--- src/rtl/spi_pkg.sv ---
// Shared types and constants for the SPI register bank:
// FSM state encoding, R/W bit values and the frame-width helper.
package spi_pkg;

  typedef enum logic [2:0] {
    WAIT_IDLE,
    IDLE,
    CMD,
    DATA,
    OVERRUN
  } spi_state_e;

  localparam logic RW_WRITE = 1'b1;
  localparam logic RW_READ  = 1'b0;

  function automatic int frame_w(input int addr_w, input int data_w);
    return 1 + addr_w + data_w;
  endfunction

endpackage

--- src/rtl/spi_reg_bank_if.sv ---
// SPI pin bundle between a controller (master) and the register bank (slave).
interface spi_reg_bank_if;

  logic SCLK;
  logic COPI;
  logic nCS;
  logic CIPO;
  logic cipo_oe;

  modport master (
    output SCLK,
    output COPI,
    output nCS,
    input  CIPO,
    input  cipo_oe
  );

  modport slave (
    input  SCLK,
    input  COPI,
    input  nCS,
    output CIPO,
    output cipo_oe
  );

endinterface

--- src/rtl/spi_sync_edge.sv ---
// Two-flop synchroniser for one asynchronous pin, with single-cycle
// rise/fall pulses derived from the synchronised value.
module spi_sync_edge (
  input  logic clk,
  input  logic rst,
  input  logic async_in,
  output logic sync_out,
  output logic rise,
  output logic fall
);

  logic meta_q;
  logic sync_q;
  logic prev_q;

  // Resetting to 0 means a low nCS after reset never looks like a frame start.
  always_ff @(posedge clk) begin
    if (rst) begin
      meta_q <= 1'b0;
      sync_q <= 1'b0;
      prev_q <= 1'b0;
    end else begin
      meta_q <= async_in;
      sync_q <= meta_q;
      prev_q <= sync_q;
    end
  end

  assign sync_out = sync_q;
  assign rise     = sync_q & ~prev_q;
  assign fall     = ~sync_q & prev_q;

endmodule

--- src/rtl/spi_reg_bank.sv ---
// SPI mode-0 peripheral exposing NUM_REGS registers; frames are
// {R/W, address, data}, MSB first, and writes commit only on a clean nCS rise.
module spi_reg_bank
  import spi_pkg::*;
#(
  parameter int NUM_REGS = 5,
  parameter int ADDR_W   = 7,
  parameter int DATA_W   = 8
) (
  input  logic                       clk,
  input  logic                       rst,
  spi_reg_bank_if.slave              spi,
  output logic [NUM_REGS*DATA_W-1:0] regs_flat,
  output logic                       wr_valid,
  output logic [ADDR_W-1:0]          wr_addr,
  output logic                       frame_err
);

  localparam int FRAME_W = frame_w(ADDR_W, DATA_W);
  localparam int CNT_W   = $clog2(FRAME_W + 1);

  logic sclk_s, sclk_rise, sclk_fall;
  logic copi_s, copi_rise, copi_fall;
  logic ncs_s, ncs_rise, ncs_fall;

  spi_sync_edge u_sclk (.clk(clk), .rst(rst), .async_in(spi.SCLK),
                        .sync_out(sclk_s), .rise(sclk_rise), .fall(sclk_fall));
  spi_sync_edge u_copi (.clk(clk), .rst(rst), .async_in(spi.COPI),
                        .sync_out(copi_s), .rise(copi_rise), .fall(copi_fall));
  spi_sync_edge u_ncs  (.clk(clk), .rst(rst), .async_in(spi.nCS),
                        .sync_out(ncs_s), .rise(ncs_rise), .fall(ncs_fall));

  logic unused_sync;
  assign unused_sync = &{1'b0, sclk_s, copi_rise, copi_fall};

  spi_state_e                 state_q, state_d;
  logic [CNT_W-1:0]           bit_cnt_q;
  logic [FRAME_W-1:0]         shift_in_q, shift_nxt;
  logic                       rw_q;
  logic [ADDR_W-1:0]          addr_q;
  logic [DATA_W-1:0]          shift_out_q, rd_word;
  logic                       cipo_q, cipo_oe_q;
  logic [NUM_REGS*DATA_W-1:0] regs_q;
  logic                       start, sample, load_rd, shift_out_en;
  logic                       frame_end, commit, reject, addr_ok;

  assign shift_nxt = {shift_in_q[FRAME_W-2:0], copi_s};
  assign addr_ok   = ({1'b0, addr_q} < (ADDR_W+1)'(NUM_REGS));

  always_comb begin
    rd_word = '0;
    for (int i = 0; i < NUM_REGS; i++) begin
      if (shift_nxt[ADDR_W-1:0] == ADDR_W'(i)) rd_word = regs_q[i*DATA_W +: DATA_W];
    end
  end

  always_ff @(posedge clk) begin
    if (rst) state_q <= WAIT_IDLE;
    else     state_q <= state_d;
  end

  // nCS rise is checked first so a coincident SCLK edge is dropped.
  always_comb begin
    state_d      = state_q;
    start        = 1'b0;
    sample       = 1'b0;
    load_rd      = 1'b0;
    shift_out_en = 1'b0;
    frame_end    = 1'b0;
    commit       = 1'b0;
    reject       = 1'b0;
    case (state_q)
      WAIT_IDLE: if (ncs_s) state_d = IDLE;
      IDLE: begin
        if (ncs_fall) begin
          state_d = CMD;
          start   = 1'b1;
        end
      end
      CMD, DATA, OVERRUN: begin
        if (ncs_rise) begin
          state_d   = IDLE;
          frame_end = 1'b1;
          if (bit_cnt_q != '0 && rw_q == RW_WRITE) begin
            if (state_q == DATA && bit_cnt_q == CNT_W'(FRAME_W) && addr_ok) commit = 1'b1;
            else reject = 1'b1;
          end else if (state_q != CMD && !addr_ok) begin
            reject = 1'b1;
          end
        end else begin
          if (sclk_rise) begin
            if (state_q == CMD) begin
              sample = 1'b1;
              if (bit_cnt_q == CNT_W'(ADDR_W)) begin
                state_d = DATA;
                load_rd = 1'b1;
              end
            end else if (state_q == DATA) begin
              if (bit_cnt_q == CNT_W'(FRAME_W)) state_d = OVERRUN;
              else sample = 1'b1;
            end
          end
          if (sclk_fall && state_q != CMD) shift_out_en = 1'b1;
        end
      end
      default: state_d = WAIT_IDLE;
    endcase
  end

  always_ff @(posedge clk) begin
    if (rst) begin
      bit_cnt_q   <= '0;
      shift_in_q  <= '0;
      rw_q        <= RW_READ;
      addr_q      <= '0;
      shift_out_q <= '0;
      cipo_q      <= 1'b0;
      cipo_oe_q   <= 1'b0;
      regs_q      <= '0;
      wr_valid    <= 1'b0;
      wr_addr     <= '0;
      frame_err   <= 1'b0;
    end else begin
      wr_valid  <= 1'b0;
      frame_err <= 1'b0;
      if (start) bit_cnt_q <= '0;
      if (sample) begin
        shift_in_q <= shift_nxt;
        bit_cnt_q  <= bit_cnt_q + 1'b1;
        if (bit_cnt_q == '0) rw_q <= copi_s;
      end
      // Address is latched at DATA entry for both reads and the later commit check.
      if (load_rd) begin
        addr_q <= shift_nxt[ADDR_W-1:0];
        if (rw_q == RW_READ) begin
          shift_out_q <= rd_word;
          cipo_oe_q   <= 1'b1;
        end
      end
      if (shift_out_en && cipo_oe_q) begin
        cipo_q      <= shift_out_q[DATA_W-1];
        shift_out_q <= {shift_out_q[DATA_W-2:0], 1'b0};
      end
      if (frame_end) begin
        cipo_oe_q <= 1'b0;
        cipo_q    <= 1'b0;
      end
      if (commit) begin
        for (int i = 0; i < NUM_REGS; i++) begin
          if (addr_q == ADDR_W'(i)) regs_q[i*DATA_W +: DATA_W] <= shift_in_q[DATA_W-1:0];
        end
        wr_addr  <= addr_q;
        wr_valid <= 1'b1;
      end
      if (reject) frame_err <= 1'b1;
    end
  end

  assign spi.CIPO    = cipo_oe_q & cipo_q;
  assign spi.cipo_oe = cipo_oe_q;
  assign regs_flat   = regs_q;

endmodule

--- src/flat_wrapper.sv ---
// flat-port wrapper written by rule: the top's interface ports become plain ports
module spi_reg_bank_flat import spi_pkg::*;
#(
  parameter int NUM_REGS = 5,
  parameter int ADDR_W   = 7,
  parameter int DATA_W   = 8
)
  (clk, rst, regs_flat, wr_valid, wr_addr, frame_err, spi_SCLK, spi_COPI, spi_nCS, spi_CIPO, spi_cipo_oe);
  spi_reg_bank_if spi_i ();
  input  logic clk;
  input  logic rst;
  output logic [NUM_REGS*DATA_W-1:0] regs_flat;
  output logic wr_valid;
  output logic [ADDR_W-1:0] wr_addr;
  output logic frame_err;
  input wire logic [$bits(spi_i.SCLK)-1:0] spi_SCLK;
  input wire logic [$bits(spi_i.COPI)-1:0] spi_COPI;
  input wire logic [$bits(spi_i.nCS)-1:0] spi_nCS;
  output wire logic [$bits(spi_i.CIPO)-1:0] spi_CIPO;
  output wire logic [$bits(spi_i.cipo_oe)-1:0] spi_cipo_oe;
  assign spi_i.SCLK = spi_SCLK;
  assign spi_i.COPI = spi_COPI;
  assign spi_i.nCS = spi_nCS;
  assign spi_CIPO = spi_i.CIPO;
  assign spi_cipo_oe = spi_i.cipo_oe;
  spi_reg_bank #(.NUM_REGS(NUM_REGS), .ADDR_W(ADDR_W), .DATA_W(DATA_W)) u_core (.clk(clk), .rst(rst), .spi(spi_i), .regs_flat(regs_flat), .wr_valid(wr_valid), .wr_addr(wr_addr), .frame_err(frame_err));
endmodule
--- config.mk ---
export PLATFORM = sky130hd
export DESIGN_NAME = spi_reg_bank_flat
export DESIGN_NICKNAME = d
export VERILOG_FILES = /design/src/rtl/spi_pkg.sv /design/src/rtl/spi_reg_bank_if.sv /design/src/rtl/spi_sync_edge.sv /design/src/rtl/spi_reg_bank.sv /design/src/flat_wrapper.sv
export SDC_FILE = /design/constraint.sdc
export NUM_CORES = 1
export LEC_CHECK = 0
export CAP_MARGIN = 20
export CORE_MARGIN = 3
export CORE_UTILIZATION = 40
export CTS_CLUSTER_DIAMETER = 100
export DETAILED_ROUTE_END_ITERATION = 7
export SLEW_MARGIN = 10
export SYNTH_ARGS = -nofsm -noshare
export SYNTH_HDL_FRONTEND = slang
export SYNTH_SLANG_ARGS = --single-unit
export TNS_END_PERCENT = 100
--- constraint.sdc ---
create_clock -name clk -period 2.5 [get_ports clk]
set_clock_uncertainty 0.05 [all_clocks]
set_input_delay 0.375 -clock clk [delete_from_list [all_inputs] [get_ports clk]]
set_output_delay 0.375 -clock clk [all_outputs]
set_load 0.05 [all_outputs]
* Yosys cells after proc, flatten, opt, wreduce, memory -nomap -nowiden
Index checks and enable logic that the tools add are counted.
Cells by class: muxes and demuxes 48, bitwise logic cells 10, equality and inequality tests 22, add/sub/neg operators 1, reductions and logical operators 26, magnitude comparators 1
Operators with widths (count):
- $mux 8 | 8
- $mux 1 | 29
- $eq 7x2->1 const B | 4
- $mux 3 | 8
- $reduce_and 2->1 | 8
- $eq 7x1->1 const B | 2
- $eq 7x3->1 const B | 2
- $logic_not 7->1 | 2
- $mux 5 | 2
- $pmux 3 s3 | 1
- $ne 4x1->1 const B | 2
- $lt 7x3->1 const B | 1
- $eq 3x2->1 const B | 2
- $logic_and 1x1->1 | 6
- $reduce_and 6->1 | 1
- $add 5x1->5 const B | 1
- $and 1x1->1 | 5
- $eq 5x3->1 const B | 1
- $eq 5x5->1 const B | 1
- $logic_not 5->1 | 1
- $not 1->1 | 5
- $reduce_bool 5->1 | 1
- $ne 2x2->1 const B | 2
- $ne 4x3->1 const B | 1
- other kinds (10) | 12
Storage, ports and cells: output and inout bits 51, logic and storage cells 133, bits of input ports 5, bits in registers 91

* Logic depth before layout (Yosys ltp)
word-level depth 9, gate-level depth with buffers 9, mapped depth without buffers 7

* Modules after synthesis
A second synthesis with hierarchy kept.
Unflattened totals: cell total of the unflattened synthesis 505, area, all modules 4301.6 um^2
By module, submodules not included:
- spi_reg_bank | area an instance 4027.6 um^2, times used 1, seq. area each 1661.6 um^2, cells an instance 481
- spi_sync_edge | area an instance 91.3 um^2, times used 3, seq. area each 60.1 um^2, cells an instance 8

* Least setup slack after synthesis
OpenSTA, ideal clock, no wires.
kind register -> register, start point register u_core.bit_cnt_q[0], end point register u_core.regs_q[24] (netlist: u_core.regs_flat[24]), stages on the path, launching flop included 8, data arrival time 1928 ps, data required time 2322 ps, path slack 395 ps, path buffers 0, cells stage by stage dfxtp_1 inv_1 ha_1 and4bb_2 nand4_4 nor4_4 mux2i_1 nor2_1
Between the ends: word-level cells in the longest chain between the ends 8
RTL lines:
- from (decl) | RTL line spi_reg_bank.sv:37 | logic [CNT_W-1:0] bit_cnt_q;
- from (signal assigned) | RTL line spi_reg_bank.sv:129 | bit_cnt_q <= bit_cnt_q + 1'b1;
- $eq 5x5->1 | RTL line spi_reg_bank.sv:85 | if (state_q == DATA && bit_cnt_q == CNT_W'(FRAME_W) && addr_ok) commit = 1'b1;
- $logic_and 1x1->1 (2 in a row) | RTL line spi_reg_bank.sv:85
- $mux 1 | RTL line spi_reg_bank.sv:85
- $mux 1 (*) | RTL line spi_reg_bank.sv:84 | if (bit_cnt_q != '0 && rw_q == RW_WRITE) begin
- $mux 1 (*) | RTL line spi_reg_bank.sv:81 | if (ncs_rise) begin
- $mux 1 (*) | RTL line spi_reg_bank.sv:72 | case (state_q)
- $reduce_and 2->1 (no line) (*)
- to (signal, indexed assignment) | RTL line spi_reg_bank.sv:150 | if (addr_q == ADDR_W'(i)) regs_q[i*DATA_W +: DATA_W] <= shift_in_q[DATA_W-1:0];
- to (decl) | RTL line spi_reg_bank.sv:43 | logic [NUM_REGS*DATA_W-1:0] regs_q;
Every way passes the cells marked *; elsewhere a longest branch is shown, timed or not. A chain may end at the register's enable or synchronous reset.

* Final worst setup path
start point register u_core.bit_cnt_q[0], end point register u_core.regs_q[31] (netlist: u_core.regs_flat[31])
The elaborated chain is that of the path after synthesis.

==> results.md <==
- Outcome: finished, final reports clean
- DIE WIDTH: 107.4 um
- Worst hold path depth: 1
- H-tree depth: 3
- First-pass GRT wire length: 17.16 mm
- Period utilization: 0.8586
- Crit path time final: 2.146 ns
- HP Start: u_core.u_sclk.meta_q
- CTS root buf: clkbuf_8
- Maxcap violations: 0
- Critical path startpoint category: register
- Site Rows: 36
- CP max stage cell: dfxtp_1
- Worst-margin pin slew: 0.5559 ns
- Flops & latches, synth: 91
- Syn Std Cell Area: 4115 um^2
- Total CTS buffers: 9
- DR vias/cell: 5.305
- Vias: 3,353
- Reg area: 1822 um^2
- Die H: 107.4 um
- Power, Total: 0.002431 W
- Reg-to-Reg End: u_core.regs_flat[31]
- Power Density: 484.7 nW/um^2
- Seq pwr share: 0.602
- Worst slack at placement: 0.3579 ns
- Sw Pwr: 0.0005434 W
- Switching share of power: 0.2235
- Post-CTS sizing: 0
- DP HPWL: 7.240 mm
- Ant diodes: 0
- Worst min path class: reg2reg
- Port Buffers: 55
- Clk sinks: 91
- Hold Slack: 0.3889 ns
- Initial DRC Count: 172
- CP Capture Type: register
- Seq/Total Area, Yosys: 0.4427
- Total gr overflow: 0
- Final Max Tran Viols: 0
- Clock transition at path regs: 0.08 ns
- Die area: 11,540 um^2
- Final-report hold violation count: 0
- Reg2Reg Depth: 8
- Slew HR: 0.6289
- Core Region: 9910 um^2
- Drt pass-1 iters: 5
- Hold Crit Endpoint: u_core.u_sclk.sync_out
- Clock Tree Buf Depth: 2
- Critical Path RT: 2.68 ns
- Combinational fraction of design power: 0.038
- Final wirelength: 10.23 mm
- Number of global-route vias before repair: 3,247
- CTS Hold Buffers Added: 0
- WL per Instance: 16.18 um
- Max frequency: 465.9 MHz
- Final ANT Viol Nets: 0
- Fillers: 935
- Insertion delay to the later sink of the worst-skew pair: 0.35 ns
- Post-Synthesis Cells: 440
- Share of layout cells above drive strength 1: 0.1082
- GRT Total Usage: 0.1879
- Buf+Inv Stages, Crit Path: 2
- Ys Warns: 0
- Max incr delay on CP: 0.33 ns
- Reg2reg setup slack: 0.35 ns
- Avg Cell Area, Syn: 9.353 um^2
- Crit path max fanout: 8
- Worst ir drop on vdd: 0.2919 mV
- Area after DPL: 4850 um^2
- Setup ws final: 0.3535 ns
- Antenna violations before repair: 0
- Endpoints failing setup: 0
- RSZ-0062 raised after global routing: false
- CP top delay family: simple AND/OR/NAND/NOR gates
- Worst-path cell chain: inv_1, ha_1, and4bb_2, nand4_4, nor4_4, buf_4, mux2i_1, nor2_1
- FFs w/ async S/R, synth: 0
- Routability cong.: 0.7956
- Area of the multi-input gates: 2083 um^2
- Post-synthesis cell type count: 52
- Main synth FF type: dfxtp_1
- TritonCTS clock tree: done
- Clock Power Share: 0.361
- Worst r2r src: u_core.bit_cnt_q[0]
- Initial core utilization: 0.4153
- Setup TNS: 0 ns
- Final Cell Area: 5016 um^2
- Post CTS Setup Buffer Count: 0
- Largest net degree at the start of global routing: 44
- Syn-to-layout area delta: 21.89%
- Int Power: 0.001888 W
- Crit path DAT: 2.32 ns
- EDFF count, synth: 0
- Final nets: 503
- Post-route DRC: 0
- Syn Nets: 447
- LEAKAGE: 1.682 nW
- Setup CP Type: reg2reg
- Num ports: 56
-- cell type report --
class	count	share of cell area
clock buffer	11	0.03018
clock inverter	3	0.002993
inverter	18	0.01347
multi-input combinational	299	0.4153
sequential	91	0.3632
tap	133	0.03318
timing repair buffer	77	0.1417
-- synth_stat cells, types with 2 or more instances --
library cell | number | share of area
a31oi_1 | 3 | 0.0046
a211oi_1 | 3 | 0.0055
inv_1 | 16 | 0.015
clkbuf_1 | 22 | 0.020
and2_1 | 5 | 0.0076
nand2_1 | 13 | 0.012
buf_2 | 5 | 0.0061
and3b_1 | 2 | 0.0043
nor2_1 | 84 | 0.077
nor3_1 | 3 | 0.0036
nand3_1 | 6 | 0.0073
o21ai_0 | 13 | 0.016
nand4_1 | 2 | 0.0030
buf_4 | 4 | 0.0073
nor4_1 | 3 | 0.0046
ha_1 | 2 | 0.0061
a21oi_1 | 24 | 0.029
a41oi_1 | 6 | 0.013
o31ai_1 | 8 | 0.015
mux2i_1 | 60 | 0.15
clkinv_1 | 2 | 0.0018
nor4b_1 | 7 | 0.015
dfxtp_1 | 91 | 0.44
nor2b_1 | 9 | 0.014
nand2b_1 | 6 | 0.0091
nor4bb_1 | 2 | 0.0049
nand4bb_1 | 2 | 0.0055
o211a_1 | 8 | 0.019
nor4_4 | 5 | 0.026
or2_2 | 2 | 0.0030
-- power groups by stage --
stage / Clock, W / Combinational (W) / Sequential, W
after detailed placement: 0 / 0.0000927 / 0.00150
after CTS: 0.000912 / 0.0000927 / 0.00146
final: 0.000877 / 0.0000919 / 0.00146
after global placement: 0 / 0.0000912 / 0.00150
after floorplan: 0 / 0.0000655 / 0.00149
after global routing: 0.000970 / 0.000101 / 0.00146
-- worst max-delay path by stage --
stage	startpoint	end	cells after the start
3_5_place_dp	u_core.bit_cnt_q[0]	u_core.regs_flat[13]	8
5_1_grt	u_core.bit_cnt_q[0]	u_core.shift_out_q[5]	6
6_report	u_core.bit_cnt_q[0]	u_core.regs_flat[31]	8
3_3_place_gp	u_core.bit_cnt_q[0]	u_core.shift_out_q[7]	6
2_1_floorplan	u_core.bit_cnt_q[0]	u_core.regs_flat[24]	7
4_1_cts	u_core.bit_cnt_q[0]	u_core.shift_out_q[4]	6
-- per-layer routing --
layer	wire length, um	up-vias	share of wire	GRT usage
met5	0	-	0	0
met4	187	0	0.018	0.06492
met3	365	15	0.036	0.03479
met2	4725	74	0.46	0.2927
met1	4949	1621	0.48	0.2613
li1	-	1643	-	-
-- layout by cell type (no fill, tap or decap), types with 3 or more instances in the layout --
master,count
a211oi_1,3
a21oi_1,24
a31oi_1,3
a41oi_1,6
and2_1,5
buf_4,22
clkbuf_8,11
clkdlybuf4s50_1,54
clkinv_2,3
dfxtp_1,91
inv_1,16
mux2i_1,60
nand2_1,13
nand2b_1,6
nand3_1,6
nor2_1,84
nor2b_1,9
nor3_1,3
nor4_1,3
nor4_4,5
nor4b_1,6
o211a_1,8
o21ai_0,13
o31ai_1,8
-- stage by stage --
step / instances / util
2_1_floorplan: 440 / -
3_3_place_gp: 618 / 0.4894
3_5_place_dp: 618 / 0.4894
4_1_cts: 632 / 0.5062
5_1_grt: 632 / 0.5062
6_report: 632 / 0.5062
-- cell families (layout without fill, tap and decap cells) --
family,after synthesis,count (layout),synth area share
flops,91,91,0.4427
simple gates,161,161,0.2232
buf+inv,50,109,0.05260
compound gates,76,76,0.1295
fa+ha+maj,2,2,0.006080
mux,60,60,0.1459
-- flip-flops by register name (all words and copies together), names as in the netlist, 3 cells and up --
signal and cells:
u_core.wr_addr 7, u_core.state_q 3, u_core.bit_cnt_q 5, u_core.regs_flat 40, u_core.shift_in_q 8, u_core.shift_out_q 8
u_core.addr_q 7
No activity file was read; power rests on OpenSTA's default activity.
